### config.mk
export PLATFORM = sky130hd
export DESIGN_NAME = fetch_unit
export DESIGN_NICKNAME = d
export VERILOG_FILES = /design/src/rtl/fetch_unit.sv
export SDC_FILE = /design/constraint.sdc
export NUM_CORES = 1
export LEC_CHECK = 0
export BUFFER_PORTS_ARGS = -buffer_cell sky130_fd_sc_hd__buf_2
export CAP_MARGIN = 10
export CORE_UTILIZATION = 35
export CTS_CLUSTER_SIZE = 20
export DETAILED_ROUTE_END_ITERATION = 12
export SYNTH_ARGS = -nofsm -noshare
export SYNTH_HDL_FRONTEND = slang
export SYNTH_SLANG_ARGS = --single-unit
### constraint.sdc
create_clock -name i_clk -period 4.4 [get_ports i_clk]
set_input_delay 0 -clock i_clk [delete_from_list [all_inputs] [get_ports i_clk]]
set_output_delay 0 -clock i_clk [all_outputs]
set_load 0.02 [all_outputs]
### src/rtl/fetch_unit.sv
// -----------------------------------------------------------------------------
// fetch_unit
//   Instruction-fetch / program-counter stage of the KGP-RISC core. Holds the
//   PC, reads one instruction word per fetch over a req/ack handshake, presents
//   it to decode/execute, then advances the PC using the next-PC select that
//   control_unit returns when execution completes. Fetch time-outs and
//   misaligned register-jump targets park the unit in HALT until reset.
//
// Parameters
//   RESET_PC       PC loaded on reset (word-aligned)
//   FETCH_TIMEOUT  request cycles without ack before halting (1..255)
//
// Ports
//   i_clk, i_rst         clock, synchronous active-high reset
//   o_imem_req/addr      instruction-memory read request and byte address
//   i_imem_ack/rdata     memory acknowledge and returned instruction word
//   o_instruction        latched instruction word
//   o_instr_valid        instruction awaiting execution
//   o_pc, o_pc_plus4     current PC and PC+4 (CALL link value)
//   i_pc_control         next-PC select: 0000 seq, 0001 reg target, 0010 branch
//   i_reg_rs_data        register target for BR / RET
//   i_exec_done          datapath finished; i_pc_control valid this cycle
//   o_halted, o_err_code HALT flag and cause (01 misaligned, 10 time-out)
// -----------------------------------------------------------------------------
module fetch_unit #(
   parameter logic [31:0] RESET_PC      = 32'h0000_0000,
   parameter int unsigned FETCH_TIMEOUT = 16
) (
   input  logic        i_clk,
   input  logic        i_rst,
   output logic        o_imem_req,
   output logic [31:0] o_imem_addr,
   input  logic        i_imem_ack,
   input  logic [31:0] i_imem_rdata,
   output logic [31:0] o_instruction,
   output logic        o_instr_valid,
   output logic [31:0] o_pc,
   output logic [31:0] o_pc_plus4,
   input  logic [3:0]  i_pc_control,
   input  logic [31:0] i_reg_rs_data,
   input  logic        i_exec_done,
   output logic        o_halted,
   output logic [1:0]  o_err_code
);

   typedef enum logic [1:0] {
      S_IDLE  = 2'd0,
      S_FETCH = 2'd1,
      S_ISSUE = 2'd2,
      S_HALT  = 2'd3
   } state_t;

   localparam logic [3:0] PCC_SEQ = 4'b0000;
   localparam logic [3:0] PCC_REG = 4'b0001;
   localparam logic [3:0] PCC_BR  = 4'b0010;

   localparam logic [1:0] ERR_NONE     = 2'b00;
   localparam logic [1:0] ERR_MISALIGN = 2'b01;
   localparam logic [1:0] ERR_TIMEOUT  = 2'b10;

   localparam logic [7:0] TIMEOUT_C = 8'(FETCH_TIMEOUT);

   state_t      r_state;
   logic [31:0] r_pc;
   logic [31:0] r_instruction;
   logic        r_imem_req;
   logic        r_instr_valid;
   logic        r_halted;
   logic [1:0]  r_err_code;
   logic [7:0]  r_cnt;

   logic [31:0] w_pc_plus4;
   logic [31:0] w_br_off;
   logic [31:0] w_br_target;
   logic [7:0]  w_cnt_inc;

   // Branch/CALL offset: 26-bit word offset, sign-extended, scaled to bytes,
   // relative to the sequential PC.
   assign w_pc_plus4  = r_pc + 32'd4;
   assign w_br_off    = {{4{r_instruction[25]}}, r_instruction[25:0], 2'b00};
   assign w_br_target = w_pc_plus4 + w_br_off;
   assign w_cnt_inc   = r_cnt + 8'd1;

   always_ff @(posedge i_clk) begin
      if (i_rst) begin
         r_state       <= S_IDLE;
         r_pc          <= RESET_PC;
         r_instruction <= 32'd0;
         r_imem_req    <= 1'b0;
         r_instr_valid <= 1'b0;
         r_halted      <= 1'b0;
         r_err_code    <= ERR_NONE;
         r_cnt         <= 8'd0;
      end else begin
         case (r_state)
            S_IDLE: begin
               r_state    <= S_FETCH;
               r_imem_req <= 1'b1;
            end

            S_FETCH: begin
               if (i_imem_ack) begin
                  r_instruction <= i_imem_rdata;
                  r_cnt         <= 8'd0;
                  r_imem_req    <= 1'b0;
                  r_instr_valid <= 1'b1;
                  r_state       <= S_ISSUE;
               end else if (w_cnt_inc == TIMEOUT_C) begin
                  r_cnt      <= w_cnt_inc;
                  r_imem_req <= 1'b0;
                  r_halted   <= 1'b1;
                  r_err_code <= ERR_TIMEOUT;
                  r_state    <= S_HALT;
               end else begin
                  r_cnt <= w_cnt_inc;
               end
            end

            S_ISSUE: begin
               if (i_exec_done) begin
                  r_instr_valid <= 1'b0;
                  // A misaligned register target halts with the PC left on
                  // the faulting instruction so software can inspect it.
                  if (i_pc_control == PCC_REG && i_reg_rs_data[1:0] != 2'b00) begin
                     r_halted   <= 1'b1;
                     r_err_code <= ERR_MISALIGN;
                     r_state    <= S_HALT;
                  end else begin
                     r_imem_req <= 1'b1;
                     r_state    <= S_FETCH;
                     case (i_pc_control)
                        PCC_REG: r_pc <= i_reg_rs_data;
                        PCC_BR:  r_pc <= w_br_target;
                        default: r_pc <= w_pc_plus4; // 0000 and undefined codes
                     endcase
                  end
               end
            end

            S_HALT: begin
               // Terminal until reset; everything else stays frozen.
               r_imem_req    <= 1'b0;
               r_instr_valid <= 1'b0;
               r_halted      <= 1'b1;
            end

            default: begin
               r_state <= S_IDLE;
            end
         endcase
      end
   end

   assign o_imem_req    = r_imem_req;
   assign o_imem_addr   = r_pc;
   assign o_instruction = r_instruction;
   assign o_instr_valid = r_instr_valid;
   assign o_pc          = r_pc;
   assign o_pc_plus4    = w_pc_plus4;
   assign o_halted      = r_halted;
   assign o_err_code    = r_err_code;

endmodule

# After elaboration in Yosys (flattened, before gate mapping)
# Cells that the tools add are included.
# word_totals
regBits	79
in_bits	72
out_inout_bits	133
elab_cells	63
# op_classes
addsub	3
eq_ne	13
mux	25
n_bitwise	1
reduce_logical	13
# ops
op	count
32-bit one-hot mux with 2 select lines	1
32-bit by 3-bit adder with 32-bit output, second input constant	1
32-bit adder	1
2-bit two-way mux	8
2-bit inequality test, second input constant	6
3-bit AND reduction	4
1-bit two-way mux	10
5-bit AND reduction	2
8-bit by 1-bit adder with 8-bit output, second input constant	1
8-bit by 5-bit equality test with 1-bit output, second input constant	1
8-bit two-way mux	1
1-bit one-hot mux with 3 select lines	2
2-bit one-hot mux with 3 select lines	1
3-bit nonzero test	2
2-bit equality test, second input constant	2
4-bit by 1-bit equality test with 1-bit output, second input constant	1
4-bit by 2-bit equality test with 1-bit output, second input constant	1
1-bit one-hot mux with 4 select lines	1
2-bit one-hot mux with 2 select lines	1
2-bit nonzero test	2
3-bit inequality test, second input constant	1
2-bit by 1-bit equality test with 1-bit output, second input constant	1
2-bit logical NOT	1
2-bit AND reduction	1
other kinds (2)	2

# Logic depth before layout (Yosys ltp)
# depth
ltp_word	5
mapped_depth	15
mapped_depth_nobuf	14

# Worst setup path before layout
# OpenSTA, ideal clock, no wires.
# synth_timing
path_kind	reg2reg
from	register r_pc[4], in the netlist o_imem_addr[4]
to	register r_pc[28], in the netlist o_imem_addr[28]
setup_ns	0.080
arrival_ns	3.785
t_required_ns	4.320
path_slack_ns	0.536
stages_incl_launch_ff	16
path_buffers	1
period_less_slack_ns	3.864
path_cell_list	dfxtp_1 -> and4_1 -> buf_6 -> nand4_4 -> nor2_1 -> nand3_1 -> xnor2_1 -> ha_1 -> a21o_1 -> a21o_1 -> a221oi_1 -> nor2_1 -> o311ai_1 -> nand3_1 -> a21o_1 -> a211oi_2
# synth_via
elab_chain_len	3
# synth_lines
item	line_no	rtl
start, declared	64	logic [31:0] r_pc;
start signal, assigned	132	PCC_REG: r_pc <= i_reg_rs_data;
start signal, assigned	133	PCC_BR: r_pc <= w_br_target;
start signal, assigned	134	default: r_pc <= w_pc_plus4;
32-bit by 3-bit adder with 32-bit output	79	assign w_pc_plus4 = r_pc + 32'd4;
net o_pc_plus4[19]	38	output logic [31:0] o_pc_plus4,
32-bit adder	81	assign w_br_target = w_pc_plus4 + w_br_off;
32-bit one-hot mux with 2 select lines	131	case (i_pc_control)
# The timed path passes the listed nets, and every way through them passes these cells.
# A chain may end at the register's enable or synchronous reset.

# Final worst setup path
# layout_timing
from	register r_pc[4], in the netlist o_imem_addr[4]
to	register r_pc[31], in the netlist o_imem_addr[31]
# layout_via
elab_chain_len	3
# layout_lines
item	line_no
32-bit by 3-bit adder with 32-bit output (*)	79
32-bit adder	81
32-bit one-hot mux with 2 select lines (*)	131
# Mark *: on every way between the ends. The rest lies on a longest branch, timed or not.

==> results.cfg <==
[sta]
timing.final.ws_setup_ns = 0.343
finClkSkew_ns = 0.00799
worst_pin_slew_ns = 1.03
max_clock_freq_ghz = 0.247
rsz0062_at_grt = no
setup_viol = 0
finalCriticalPeriod_ns = 4.06
maxSlewViolCount = 0
fin_crit_sh_pct = 92.2
hold_viol = 0
slew_headroom_pct = 31.1
fin_setup_tns_ns = 0

[placed_design]
port_buffers = 204
dpl.cell_count = 1120
dp_hpwl_um = 14600
place_ws_ns = 0.358
routabilityCongestion = 0.897

[grt]
grt_antenna_before_repair = 2
grt_pass1_vias = 5834
grt_overflow = 0
grt_max_degree = 45
grt_pass1_wl_um = 31300
grt_usage_pct = 22.9

[pwr]
powerDensity_nw_per_um2 = 339
ir_drop_v = 0.000237
power_mw = 2.55
p_leak_nw = 3.64

[final_layout]
area_delta_synth_final_pct = 27.4
fin_nets = 1059
fill_cells = 1694
instances_no_fill = 1169
layout-drive-gt1-share_pct = 25.9
antenna_cells = 0

[min_path]
hold_end = o_imem_addr[28]$_SDFFE_PP0P_
hold-path-cell-count = 3
worstHoldStart = i_reg_rs_data[28]
hp-class = in2reg

[floorplanning]
chipHeight_um = 132
die_w_um = 132
initial_core_util_pct = 35.7
coreArea_sq_um = 16500
ios = 205
rows = 47
die_area_sq_um = 17400

[clock_network]
post_cts_buffers = 0
cts_root_buf = clkbuf_16
insertion_delay_ns = 0.35
cts_buffers = 9
cts_htree_levels = 3
cts_tree = yes
cts.clk_slew.worst_paths_ns = 0.06
cts_max_path_buffers = 2
clock_sinks = 79

[synth]
ys_seq_elements = 79
synthArstFlopShare_pct = 0
syn_avg_cell_area_sq_um = 7.76
syn_inst = 759
ys_warn_count = 0
synth_edf_count = 0
synth-seq-area-share_pct = 26.8
synth_cell_types = 69
ys.flop_type = dfxtp_1
syn_area_sq_um = 5890
syn-num-nets = 874

[status]
outcome = complete, no violations

[critical_path]
arrival_ns = 4.30
slowest_stage = nor4_1
crit_start = o_imem_addr[4]$_SDFFE_PP0P_
cpPeakStageDelay_ns = 0.54
cp-start-kind = flip-flop
rrSetupSlack_ns = 0.34
crit_type = reg2reg
crit_fanout = 9
reg2reg_depth = 13
cp_data_required_time_ns = 4.64
worst_setup_path_end_kind = flip-flop
worstReg2RegEnd = o_imem_addr[31]$_SDFFE_PP0P_
path_cells = and4_1 -> nand4_1 -> nor2_1 -> xor2_1 -> ha_1 -> and3_1 -> nand4_1 -> nor4_1 -> nor4b_2 -> nand2b_2 -> o211ai_1 -> a2111oi_2 -> nand2b_1
crit_top_cell = nand4_1
worstReg2RegStart = o_imem_addr[4]$_SDFFE_PP0P_

[run]
cap_violations = 0

[route]
drt_iter0_markers = 460
dr.pass1.iters = 5
routed_wl_um = 19900
via_per_inst = 5.38
wl_per_cell_um = 17.0
vias = 6284
ant_nets = 0
drc_errors = 0
[stage by stage]
| step | instance area (sq um) | hold slack (ns) | util [%] |
|---|---|---|---|
| floorplan | 5890 | 0.136 | - |
| global route | 7500 | 0.0496 | 45.4 |
| CTS | 7500 | 0.0125 | 45.4 |
| detailed placement | 6860 | 0.247 | 41.5 |
| finish | 7500 | 0.0173 | 45.4 |
| global placement | 6860 | 0.243 | 41.5 |
[cells in the final DEF, fill, tap and decap left out, types with 24 or more instances in the layout]
| cell | instances |
|---|---|
| dfxtp_1 | 79 |
| nor2_1 | 74 |
| xnor2_1 | 29 |
| nand2_1 | 101 |
| dlygate4sd3_1 | 33 |
| nand3_1 | 24 |
| ha_1 | 42 |
| a21oi_1 | 74 |
| nor3_1 | 27 |
| buf_2 | 204 |
[sequential cells by signal, summed over array words and instances (netlist names)]
name / cells
r_state: 2
o_imem_addr: 32
o_instr_valid: 1
o_err_code: 2
r_cnt: 8
o_instruction: 32
o_imem_req: 1
o_halted: 1
[power breakdown]
group / internal (mW) / switching [mW]
combinational: 0.322 / 0.550
sequential: 0.798 / 0.0885
clock: 0.476 / 0.313
total: 1.60 / 0.951
[timing repair]
action,CTS,global route
hold endpoints to repair,33,0
gates resized for setup,0,0
hold buffers,33,0
[Yosys cell counts (3+ instances only)]
cell	count	area share [%]
a211oi_1	7	0.89
a21o_1	17	2.2
a21oi_1	74	6.3
a221o_1	18	3.1
a221oi_1	7	1.0
a22oi_1	9	1.1
a31oi_1	5	0.53
and2_1	7	0.74
and3_1	10	1.1
and4_1	7	1.0
buf_2	3	0.25
buf_4	34	4.3
clkbuf_1	31	2.0
dfxtp_1	79	27
ha_1	42	8.9
inv_1	14	0.89
mux2i_1	3	0.51
nand2_1	101	6.4
nand2b_1	8	0.85
nand3_1	24	2.0
nand3b_1	4	0.51
nand4_1	10	1.1
nor2_1	74	4.7
nor3_1	27	2.3
nor3b_1	3	0.38
o211ai_1	3	0.38
o21a_1	3	0.38
o21ai_0	20	1.7
o21ai_1	6	0.51
o31ai_1	5	0.64
or3_1	5	0.53
xnor2_1	29	4.3
xor2_1	21	3.1
[worst max-delay path by stage]
stage,end,slack (ns),cells past startpoint
3_3_place_gp,o_imem_addr[31]$_SDFFE_PP0P_,0.39,13
6_report,o_imem_addr[31]$_SDFFE_PP0P_,0.34,13
4_1_cts,o_imem_addr[31]$_SDFFE_PP0P_,0.32,13
3_5_place_dp,o_imem_addr[31]$_SDFFE_PP0P_,0.36,13
5_1_grt,o_imem_addr[31]$_SDFFE_PP0P_,0.05,13
2_1_floorplan,o_imem_addr[28]$_SDFFE_PP0P_,0.54,15
[area by class of cell]
cell class              instances  area [sq um]  area share [%]
well taps                     220           275            3.67
clock buffers                  15           308            4.10
repair buffers                245          1410            18.8
inverters                      14          52.6           0.700
multi-input cells             595          3870            51.5
flip-flops and latches         79          1580            21.1
clock inverters                 1          7.51           0.100
[cell families after synthesis]
kind of cell / synth area share [%]
DFF: 26.8
xor gates and xnor gates: 7.43
buffers and inverters: 7.77
adders and majority gates: 9.26
muxes: 0.510
and+or+nand+nor: 24.6
AOI/OAI and AO/OA: 23.6
[worst max-delay path: cells and delay by family, from the launching register on]
family	cells	cell delay, ns
AO/OA/AOI/OAI	2	0.35
AND/OR/NAND/NOR	9	2.46
adder cells (fa/ha/maj)	1	0.35
flip-flops	1	0.48
XOR/XNOR	1	0.32
[per-layer routing]
| metal | global-route usage [%] | wire length (um) | up-vias |
|---|---|---|---|
| met5 | 0 | 14 | - |
| met4 | 7.82 | 354 | 2 |
| met3 | 4.96 | 1470 | 30 |
| met2 | 36.2 | 8820 | 243 |
| met1 | 30.7 | 9220 | 2924 |
| li1 | - | - | 3085 |
Note: power is estimated with default switching activity, not from simulation.
